===== src/rtl/mem_stage_if.sv =====
// Data-memory request/ready bus between the memory stage and data memory.
interface mem_stage_if;
    logic [31:0] mem_addr;
    logic        mem_req;
    logic        mem_we;
    logic [31:0] mem_wdata;
    logic [3:0]  mem_wmask;
    logic [31:0] mem_rdata;
    logic        mem_ready;

    modport master (
        output mem_addr, mem_req, mem_we, mem_wdata, mem_wmask,
        input  mem_rdata, mem_ready
    );

    modport slave (
        input  mem_addr, mem_req, mem_we, mem_wdata, mem_wmask,
        output mem_rdata, mem_ready
    );
endinterface


===== src/rtl/mem_stage.sv =====
// RV32I memory-access stage: byte/half/word loads and stores over a req/ready
// bus, ALU pass-through for non-memory ops, exception on bad access or timeout.
module mem_stage #(
    parameter int unsigned MAX_WAIT = 16
) (
    input  logic        clk,
    input  logic        rst,
    input  logic        valid_in,
    input  logic [31:0] alu_res_in,
    input  logic [31:0] store_data_in,
    input  logic [2:0]  fun3,
    input  logic        load_en,
    input  logic        store_en,
    input  logic [4:0]  rd_in,
    input  logic        reg_write_in,
    mem_stage_if.master mem,
    output logic        stall_o,
    output logic        valid_out,
    output logic [31:0] wb_data_out,
    output logic [4:0]  rd_out,
    output logic        reg_write_out,
    output logic        exc_o
);

    typedef enum logic [0:0] {StIdle, StReq} state_t;

    state_t      state_q;
    logic [31:0] addr_q;
    logic [31:0] wdata_q;
    logic [3:0]  wmask_q;
    logic [2:0]  fun3_q;
    logic [4:0]  rd_q;
    logic        load_q;
    logic        store_q;
    logic [7:0]  wait_q;

    logic        mem_op;
    logic        is_store;
    logic        fun3_legal;
    logic        bad;
    logic        timeout;
    logic [31:0] lane_wdata;
    logic [3:0]  lane_wmask;
    logic [31:0] rdata_shift;
    logic [31:0] load_data;

    // A simultaneous load_en/store_en is treated as a store.
    assign is_store = store_en;
    assign mem_op   = valid_in & (load_en | store_en);
    assign timeout  = (state_q == StReq) & ~mem.mem_ready & (wait_q == 8'(MAX_WAIT - 1));

    // Legality and alignment check of the incoming access.
    always_comb begin
        fun3_legal = 1'b0;
        if (is_store) begin
            fun3_legal = (fun3 == 3'b000) | (fun3 == 3'b001) | (fun3 == 3'b010);
        end else begin
            fun3_legal = (fun3 == 3'b000) | (fun3 == 3'b001) | (fun3 == 3'b010) |
                         (fun3 == 3'b100) | (fun3 == 3'b101);
        end
        bad = ~fun3_legal |
              ((fun3[1:0] == 2'b01) & alu_res_in[0]) |
              ((fun3[1:0] == 2'b10) & (alu_res_in[1:0] != 2'b00));
    end

    // Store lane replication and byte-enable generation.
    always_comb begin
        lane_wdata = store_data_in;
        lane_wmask = 4'b1111;
        case (fun3[1:0])
            2'b00: begin
                lane_wdata = {4{store_data_in[7:0]}};
                lane_wmask = 4'b0001 << alu_res_in[1:0];
            end
            2'b01: begin
                lane_wdata = {2{store_data_in[15:0]}};
                lane_wmask = 4'b0011 << {alu_res_in[1], 1'b0};
            end
            default: begin
                lane_wdata = store_data_in;
                lane_wmask = 4'b1111;
            end
        endcase
    end

    // Load lane extraction and sign/zero extension.
    always_comb begin
        // Halves are 2-aligned, so one shift serves both byte and half lanes.
        rdata_shift = mem.mem_rdata >> {addr_q[1:0], 3'b000};
        case (fun3_q)
            3'b000:  load_data = {{24{rdata_shift[7]}}, rdata_shift[7:0]};
            3'b001:  load_data = {{16{rdata_shift[15]}}, rdata_shift[15:0]};
            3'b100:  load_data = {24'h0, rdata_shift[7:0]};
            3'b101:  load_data = {16'h0, rdata_shift[15:0]};
            default: load_data = mem.mem_rdata;
        endcase
    end

    assign mem.mem_req   = (state_q == StReq);
    assign mem.mem_addr  = {addr_q[31:2], 2'b00};
    assign mem.mem_we    = (state_q == StReq) & store_q;
    assign mem.mem_wdata = wdata_q;
    assign mem.mem_wmask = wmask_q;

    assign stall_o = ((state_q == StIdle) & mem_op & ~bad) |
                     ((state_q == StReq) & ~mem.mem_ready & ~timeout);

    // Access FSM with registered writeback outputs.
    always_ff @(posedge clk or posedge rst) begin
        if (rst) begin
            state_q       <= StIdle;
            addr_q        <= 32'h0;
            wdata_q       <= 32'h0;
            wmask_q       <= 4'h0;
            fun3_q        <= 3'h0;
            rd_q          <= 5'h0;
            load_q        <= 1'b0;
            store_q       <= 1'b0;
            wait_q        <= 8'h0;
            valid_out     <= 1'b0;
            wb_data_out   <= 32'h0;
            rd_out        <= 5'h0;
            reg_write_out <= 1'b0;
            exc_o         <= 1'b0;
        end else begin
            valid_out <= 1'b0;
            exc_o     <= 1'b0;
            case (state_q)
                StIdle: begin
                    if (valid_in) begin
                        rd_out <= rd_in;
                        if (mem_op && bad) begin
                            valid_out     <= 1'b1;
                            exc_o         <= 1'b1;
                            reg_write_out <= 1'b0;
                            wb_data_out   <= alu_res_in;
                        end else if (mem_op) begin
                            addr_q  <= alu_res_in;
                            wdata_q <= lane_wdata;
                            wmask_q <= lane_wmask;
                            fun3_q  <= fun3;
                            rd_q    <= rd_in;
                            load_q  <= ~is_store;
                            store_q <= is_store;
                            wait_q  <= 8'h0;
                            state_q <= StReq;
                        end else begin
                            valid_out     <= 1'b1;
                            wb_data_out   <= alu_res_in;
                            reg_write_out <= reg_write_in;
                        end
                    end
                end
                StReq: begin
                    if (mem.mem_ready) begin
                        valid_out     <= 1'b1;
                        wb_data_out   <= load_q ? load_data : addr_q;
                        rd_out        <= rd_q;
                        reg_write_out <= load_q;
                        state_q       <= StIdle;
                    end else if (timeout) begin
                        valid_out     <= 1'b1;
                        exc_o         <= 1'b1;
                        wb_data_out   <= addr_q;
                        rd_out        <= rd_q;
                        reg_write_out <= 1'b0;
                        state_q       <= StIdle;
                    end else begin
                        wait_q <= wait_q + 8'd1;
                    end
                end
                default: state_q <= StIdle;
            endcase
        end
    end

endmodule


===== src/flat_wrapper.sv =====
// flat-port wrapper written by rule: the top's interface ports become plain ports
module mem_stage_flat 
#(
    parameter int unsigned MAX_WAIT = 16
)
  (clk, rst, valid_in, alu_res_in, store_data_in, fun3, load_en, store_en, rd_in, reg_write_in, stall_o, valid_out, wb_data_out, rd_out, reg_write_out, exc_o, mem_mem_addr, mem_mem_req, mem_mem_we, mem_mem_wdata, mem_mem_wmask, mem_mem_rdata, mem_mem_ready);
  mem_stage_if mem_i ();
  input  logic clk;
  input  logic rst;
  input  logic valid_in;
  input  logic [31:0] alu_res_in;
  input  logic [31:0] store_data_in;
  input  logic [2:0] fun3;
  input  logic load_en;
  input  logic store_en;
  input  logic [4:0] rd_in;
  input  logic reg_write_in;
  output logic stall_o;
  output logic valid_out;
  output logic [31:0] wb_data_out;
  output logic [4:0] rd_out;
  output logic reg_write_out;
  output logic exc_o;
  output wire logic [$bits(mem_i.mem_addr)-1:0] mem_mem_addr;
  output wire logic [$bits(mem_i.mem_req)-1:0] mem_mem_req;
  output wire logic [$bits(mem_i.mem_we)-1:0] mem_mem_we;
  output wire logic [$bits(mem_i.mem_wdata)-1:0] mem_mem_wdata;
  output wire logic [$bits(mem_i.mem_wmask)-1:0] mem_mem_wmask;
  input wire logic [$bits(mem_i.mem_rdata)-1:0] mem_mem_rdata;
  input wire logic [$bits(mem_i.mem_ready)-1:0] mem_mem_ready;
  assign mem_mem_addr = mem_i.mem_addr;
  assign mem_mem_req = mem_i.mem_req;
  assign mem_mem_we = mem_i.mem_we;
  assign mem_mem_wdata = mem_i.mem_wdata;
  assign mem_mem_wmask = mem_i.mem_wmask;
  assign mem_i.mem_rdata = mem_mem_rdata;
  assign mem_i.mem_ready = mem_mem_ready;
  mem_stage #(.MAX_WAIT(MAX_WAIT)) u_core (.clk(clk), .rst(rst), .valid_in(valid_in), .alu_res_in(alu_res_in), .store_data_in(store_data_in), .fun3(fun3), .load_en(load_en), .store_en(store_en), .rd_in(rd_in), .reg_write_in(reg_write_in), .mem(mem_i), .stall_o(stall_o), .valid_out(valid_out), .wb_data_out(wb_data_out), .rd_out(rd_out), .reg_write_out(reg_write_out), .exc_o(exc_o));
endmodule

===== config.mk =====
export PLATFORM = sky130hd
export DESIGN_NAME = mem_stage_flat
export DESIGN_NICKNAME = d
export VERILOG_FILES = /design/src/rtl/mem_stage_if.sv /design/src/rtl/mem_stage.sv /design/src/flat_wrapper.sv
export SDC_FILE = /design/constraint.sdc
export NUM_CORES = 1
export LEC_CHECK = 0
export ABC_AREA = 0
export CAP_MARGIN = 10
export CORE_ASPECT_RATIO = 0.8
export CORE_MARGIN = 4
export CORE_UTILIZATION = 42
export DETAILED_ROUTE_END_ITERATION = 12
export HOLD_SLACK_MARGIN = 0.12
export PLACE_DENSITY = 0.77
export SYNTH_ARGS = -nofsm -noshare
export SYNTH_HDL_FRONTEND = slang
export SYNTH_SLANG_ARGS = --single-unit
export TNS_END_PERCENT = 30

===== constraint.sdc =====
create_clock -name clk -period 4.9 [get_ports clk]
set_clock_uncertainty 0.2 [all_clocks]
set_input_delay 1.225 -clock clk [delete_from_list [all_inputs] [get_ports clk]]
set_output_delay 1.225 -clock clk [all_outputs]
set_load 0.01 [all_outputs]

; Yosys cells after proc, flatten, opt, wreduce, memory -nomap -nowiden
; Index checks and enable logic that the tools add are counted.
; Widths: inputs -> output; s select.
[totals]
reg_bits = 127
in_bits = 111
out_inout_bits = 111
wordCells = 111
[classes]
mux = 43
n_shift = 3
n_eq_ne = 17
bitwise = 24
addsub = 1
reduce_logical = 9
[ops]
columns = operator, n
row1 = $mux 32, 6
row2 = $pmux 32 s2, 2
row3 = $pmux 32 s4, 1
row4 = $mux 8, 5
row5 = $shr 32x5->16, 1
row6 = $mux 1, 19
row7 = $pmux 8 s2, 1
row8 = $mux 5, 3
row9 = $eq 3x3->1 const B, 4
row10 = $pmux 5 s2, 1
row11 = $and 1x1->1, 9
row12 = $add 8x1->8 const B, 1
row13 = $eq 8x4->1 const B, 1
row14 = $ne 2x2->1 const B, 4
row15 = $or 1x1->1, 8
row16 = $pmux 1 s2, 4
row17 = $pmux 4 s2, 1
row18 = $not 1->1, 7
row19 = $eq 3x1->1 const B, 2
row20 = $logic_not 3->1, 2
row21 = $ne 3x3->1 const B, 2
row22 = $reduce_and 5->1, 1
row23 = $reduce_and 4->1, 1
row24 = $shl 1x2->4 const A, 1
row25 = 10 further kinds, 10

; Longest topological paths before layout
[depth]
depth_word = 13
mapped_depth = 10
mapped_depth_nobuf = 7

; Worst setup path before layout
; No wires, ideal clock.
[synth_timing]
kind = input to output
start = input fun3[0]
end = output stall_o
path_slack_ns = 1.234
path_stages = 3
arrival_time_ns = 2.241
required_time_ns = 3.475
cell_sequence = or4_4 nand4_1 and3_1
[synth_via]
elab_chain_len = 12
elab_cells_between_ends = 20
[synth_lines]
columns = element, line_no
row1 = "start, declared", flat_wrapper.sv:13  ; input logic [2:0] fun3;
row2 = $eq 3x1->1 / $logic_not 3->1 (equally long branches), "mem_stage.sv:56, mem_stage.sv:58"
row3 = $or 1x1->1 (2 in series), "mem_stage.sv:56, mem_stage.sv:58"
row4 = $or 1x1->1, mem_stage.sv:58  ; fun3_legal = (fun3 == 3'b000) | (fun3 == 3'b001) | (fun3 == 3'b010) |
row5 = $or 1x1->1, mem_stage.sv:59  ; (fun3 == 3'b100) | (fun3 == 3'b101);
row6 = $mux 1, mem_stage.sv:55  ; if (is_store) begin
row7 = $not 1->1, mem_stage.sv:61  ; bad = ~fun3_legal |
row8 = $or 1x1->1, mem_stage.sv:61
row9 = $or 1x1->1 (*), mem_stage.sv:62  ; ((fun3[1:0] == 2'b01) & alu_res_in[0]) |
row10 = $not 1->1 (*), mem_stage.sv:105  ; assign stall_o = ((state_q == StIdle) & mem_op & ~bad) |
row11 = $and 1x1->1 (*), mem_stage.sv:105
row12 = $or 1x1->1 (*), mem_stage.sv:105
row13 = "end, declared", flat_wrapper.sv:18  ; output logic stall_o;
; Mark *: on every way between the ends. The rest lies on a longest branch, timed or not.

; Worst setup path in the final report
[layout_timing]
start = input store_en
end = output stall_o
[layout_via]
elab_chain_len = 7
elab_cells_between_ends = 10
[layout_lines]
columns = element, line_no
row1 = "start, declared", flat_wrapper.sv:15  ; input logic store_en;
row2 = $mux 1, mem_stage.sv:55
row3 = $not 1->1, mem_stage.sv:61
row4 = $or 1x1->1, mem_stage.sv:61
row5 = $or 1x1->1, mem_stage.sv:62
row6 = $not 1->1, mem_stage.sv:105
row7 = $and 1x1->1 (*), mem_stage.sv:105
row8 = $or 1x1->1 (*), mem_stage.sv:105
; Marked as above.

==> qor.tcl <==
set qor(status) {finished, final reports clean}
set qor(initial_standard_cell_utilization_of_the_core_pct) 43.0
set qor(worst_path_most_repeated_cell) {sky130_fd_sc_hd__clkdlybuf4s50_1}
set qor(initialDrtViolationCount) 434
set qor(synth_top_area_share_pct) 46.7
set qor(crit_chain) {clkdlybuf4s50_1 -> o21ai_0 -> o21ai_1 -> and3_1 -> clkdlybuf4s50_1}
set qor(grt_pass1_vias) 6013
set qor(setup.worst_path.class) {input pin to primary output}
set qor(multiInputGateArea_um2) 3080
set qor(worst_slew_pin_slew_ns) 0.990
set qor(timing.final.max_slew_violations) 0
set qor(end_kind) {primary output}
set qor(synth_async_sr_flop_share_pct) 100
set qor(ys_seq_elements) 127
set qor(fp.dieArea_um2) 18300
set qor(num_vias) 6332
set qor(critical_path.max_fanout) 7
set qor(postSynthAreaPerCell_um2) 8.84
set qor(synth_most_common_cell) {sky130_fd_sc_hd__nand2_1}
set qor(synthTopCellsByArea) {sky130_fd_sc_hd__dfrtp_1, sky130_fd_sc_hd__nand2_1, sky130_fd_sc_hd__mux2i_1}
set qor(nFillCells) 1328
set qor(wl_per_cell_um) 18.8
set qor(cts-htree-levels) 4
set qor(yosys.area_share.simple_pct) 19.1
set qor(antenna_found_initial) 0
set qor(power.share.clock_pct) 30.5
set qor(ctsLongestPathBuffers) 2
set qor(power.net_switching_mw) 1.59
set qor(crit_path_top_delay_cell) {sky130_fd_sc_hd__clkdlybuf4s50_1}
set qor(delay_of_the_slowest_critical_path_stage_ns) 0.57
set qor(leakage_power_nw) 4.18
set qor(worst_slew_slack_as_a_fraction_of_its_limit_pct) 33.8
set qor(path_clk_slew_ns) 0.06
set qor(multiplexer_area_fraction_after_synthesis_pct) 7.28
set qor(gr-total-overflow) 0
set qor(power.share.sequential_pct) 34.1
set qor(cts_root_buf) {sky130_fd_sc_hd__clkbuf_16}
set qor(final_layout_size_suffix_gt1_share_pct) 6.01
set qor(p_total_mw) 4.79
set qor(synth_edf_count) 0
set qor(first_pass_grt_wire_length_um) 33900
set qor(worst_hold_slack_ns) 0.276
set qor(post_synth_num_cell_types) 48
set qor(synth_compound_gate_area_share_pct) 17.6
set qor(synth_top_cell_by_area) {sky130_fd_sc_hd__dfrtp_1}
set qor(syn-cell-area_um2) 6810
set qor(tritoncts.num_buffers) 17
set qor(areaGrowthSynthToFinish_pct) 41.0
set qor(wl_um) 21900
set qor(rsz0062_at_grt) {no}
set qor(post_cts.resized_instances) 0
set qor(core_region_area_um2) 15900
set qor(cts_setup_buffers) 0
set qor(grt_max_degree) 78
set qor(final_min_period_over_clock_period_pct) 95.5
set qor(timing_hold_violations_final) 0
set qor(arrival_ns) 3.26
set qor(avgViaCountPerCell) 5.44
set qor(synth_top_family_by_area) {simple AND/OR/NAND/NOR gates}
set qor(finish.net_count) 1048
set qor(p_per_area_nw_per_um2) 499
set qor(max_cap_viol_count) 0
set qor(p_comb_share_pct) 35.4
set qor(finalCriticalPeriod_ns) 4.68
set qor(crit_path_start_kind) {input pin}
set qor(clock_latency_ns) 0.41
set qor(global_route.usage.total_pct) 23.9
set qor(port_buffers) 219
set qor(ys_top_cells_by_count) {sky130_fd_sc_hd__nand2_1, sky130_fd_sc_hd__dfrtp_1, sky130_fd_sc_hd__o21ai_0, sky130_fd_sc_hd__mux2i_1, sky130_fd_sc_hd__buf_4}
set qor(tritoncts) {done}
set qor(holdBufCountCts) 0
set qor(synth-adder-area-share_pct) 0.184
set qor(achievable-frequency_mhz) 214
set qor(swShare_pct) 33.1
set qor(drtAntennaViolNets) 0
set qor(detail_route.first_pass.iterations) 5
set qor(yosysSeqAreaShare_pct) 46.7
set qor(place_hpwl_um) 15400
set qor(post_synth_inst_count) 770
set qor(ioPinCount) 222
set qor(die_width_um) 150
set qor(synth_xor_area_share_pct) 0.643
set qor(required_ns) 3.47
set qor(peak_ir_drop_on_the_vdd_network_uv) 263
set qor(rows) 41
set qor(synth-main-ff-cell) {sky130_fd_sc_hd__dfrtp_1}
set qor(type_of_the_most_critical_hold_path) {flop to flop}
set qor(antennaDiodeCount) 0
set qor(seqCellArea_um2) 3180
set qor(clkSinkCount) 127
set qor(detail_route.drc_violations) 0
set qor(tns_ns) 0
set qor(dieHeight_um) 122
set qor(total_of_warnings_raised_by_yosys) 0
set qor(cell_internal_pwr_mw) 3.20
set qor(setup_violation_total_in_the_final_timing_report) 0
set qor(gpl.final_weighted_congestion) 0.865
state kept, by name, summed over array words and instances, names as in the netlist:
signal	count
u_core.fun3_q	3
u_core.wait_q	8
u_core.load_q	1
u_core.reg_write_out	1
u_core.rd_out	5
u_core.mem.mem_req	1
u_core.rd_q	5
u_core.wb_data_out	32
u_core.valid_out	1
u_core.store_q	1
u_core.mem.mem_wdata	32
u_core.mem.mem_wmask	4
u_core.exc_o	1
u_core.addr_q	32
final cells by class:
cell class	count	area share [%]
inverter	13	0.534
sequential	127	33.1
clock inverter	12	2.41
multi-input combinational	541	32.1
timing repair buffer	236	24.4
tap	215	2.80
clock buffer	20	4.65
cells by family after synthesis:
kind of cell | count (synthesis)
and+or+nand+nor | 295
adders and majority gates | 1
buffers and inverters | 103
muxes | 48
AOI/OAI and AO/OA | 190
other | 1
DFF | 127
xor gates and xnor gates | 5
critical path, delay by kind of cell:
| family | cells | cell delay (ns) |
|---|---|---|
| buf+inv | 2 | 1.10 |
| compound gates | 2 | 0.62 |
| simple gates | 1 | 0.30 |
layout by cell type (no fill, tap or decap), types with 6 or more instances in the layout:
cell	synthesis	routed
sky130_fd_sc_hd__a21oi_1	31	31
sky130_fd_sc_hd__a221oi_1	24	24
sky130_fd_sc_hd__a2bb2oi_1	6	6
sky130_fd_sc_hd__a31oi_1	10	10
sky130_fd_sc_hd__and3_1	11	11
sky130_fd_sc_hd__buf_4	43	15
sky130_fd_sc_hd__bufinv_16	0	6
sky130_fd_sc_hd__clkbuf_16	0	17
sky130_fd_sc_hd__clkdlybuf4s50_1	0	219
sky130_fd_sc_hd__dfrtp_1	127	126
sky130_fd_sc_hd__inv_1	12	11
sky130_fd_sc_hd__mux2i_1	45	45
sky130_fd_sc_hd__nand2_1	207	207
sky130_fd_sc_hd__nand4_1	6	6
sky130_fd_sc_hd__nor2_1	33	33
sky130_fd_sc_hd__nor4b_1	16	16
sky130_fd_sc_hd__o211ai_1	16	16
sky130_fd_sc_hd__o21ai_0	77	77
sky130_fd_sc_hd__o221ai_1	6	6
sky130_fd_sc_hd__o31ai_1	8	8
through the flow:
step                      worst slack, ns  cells  utilization, %  area (um^2)
after floorplan                    0.0907    771               -         6810
after global placement              0.271   1132            56.3         8920
after detailed placement            0.237   1132            56.3         8920
after CTS                           0.221   1164            60.6         9600
after global routing               0.0768   1164            60.6         9600
final                               0.218   1164            60.6         9600
power by group through the flow:
stage	Clock [mW]	Combinational (mW)	Sequential [mW]
3_5_place_dp	0	1.70	1.64
4_1_cts	1.48	1.71	1.63
5_1_grt	1.53	1.84	1.68
6_report	1.46	1.70	1.64
3_3_place_gp	0	1.67	1.63
2_1_floorplan	0	0.855	1.65
routing by layer:
| metal | up-vias | track usage (%) | routed length (um) |
|---|---|---|---|
| met5 | - | 0 | 0 |
| met4 | 0 | 7.09 | 416 |
| met3 | 39 | 7.25 | 1870 |
| met2 | 284 | 34.7 | 9620 |
| met1 | 3010 | 34.6 | 9950 |
| li1 | 2999 | - | - |
final timing paths:
| path | startpoint | to | slack (ns) | depth (start not counted) |
|---|---|---|---|---|
| min in group asynchronous | rst | u_core.mem.mem_wdata[4] | 1.01 | 2 |
| worst min-delay path | u_core.rd_q[2] | u_core.rd_q[2] | 0.28 | 2 |
| worst max-delay path | store_en | stall_o | 0.22 | 5 |
| worst max register to register | u_core.addr_q[1] | u_core.wb_data_out[19] | 2.05 | 4 |
| worst min register to register | u_core.rd_q[2] | u_core.rd_q[2] | 0.28 | 2 |
| max in group asynchronous | rst | u_core.addr_q[15] | 2.69 | 3 |
No activity file was read; power rests on OpenSTA's default activity.
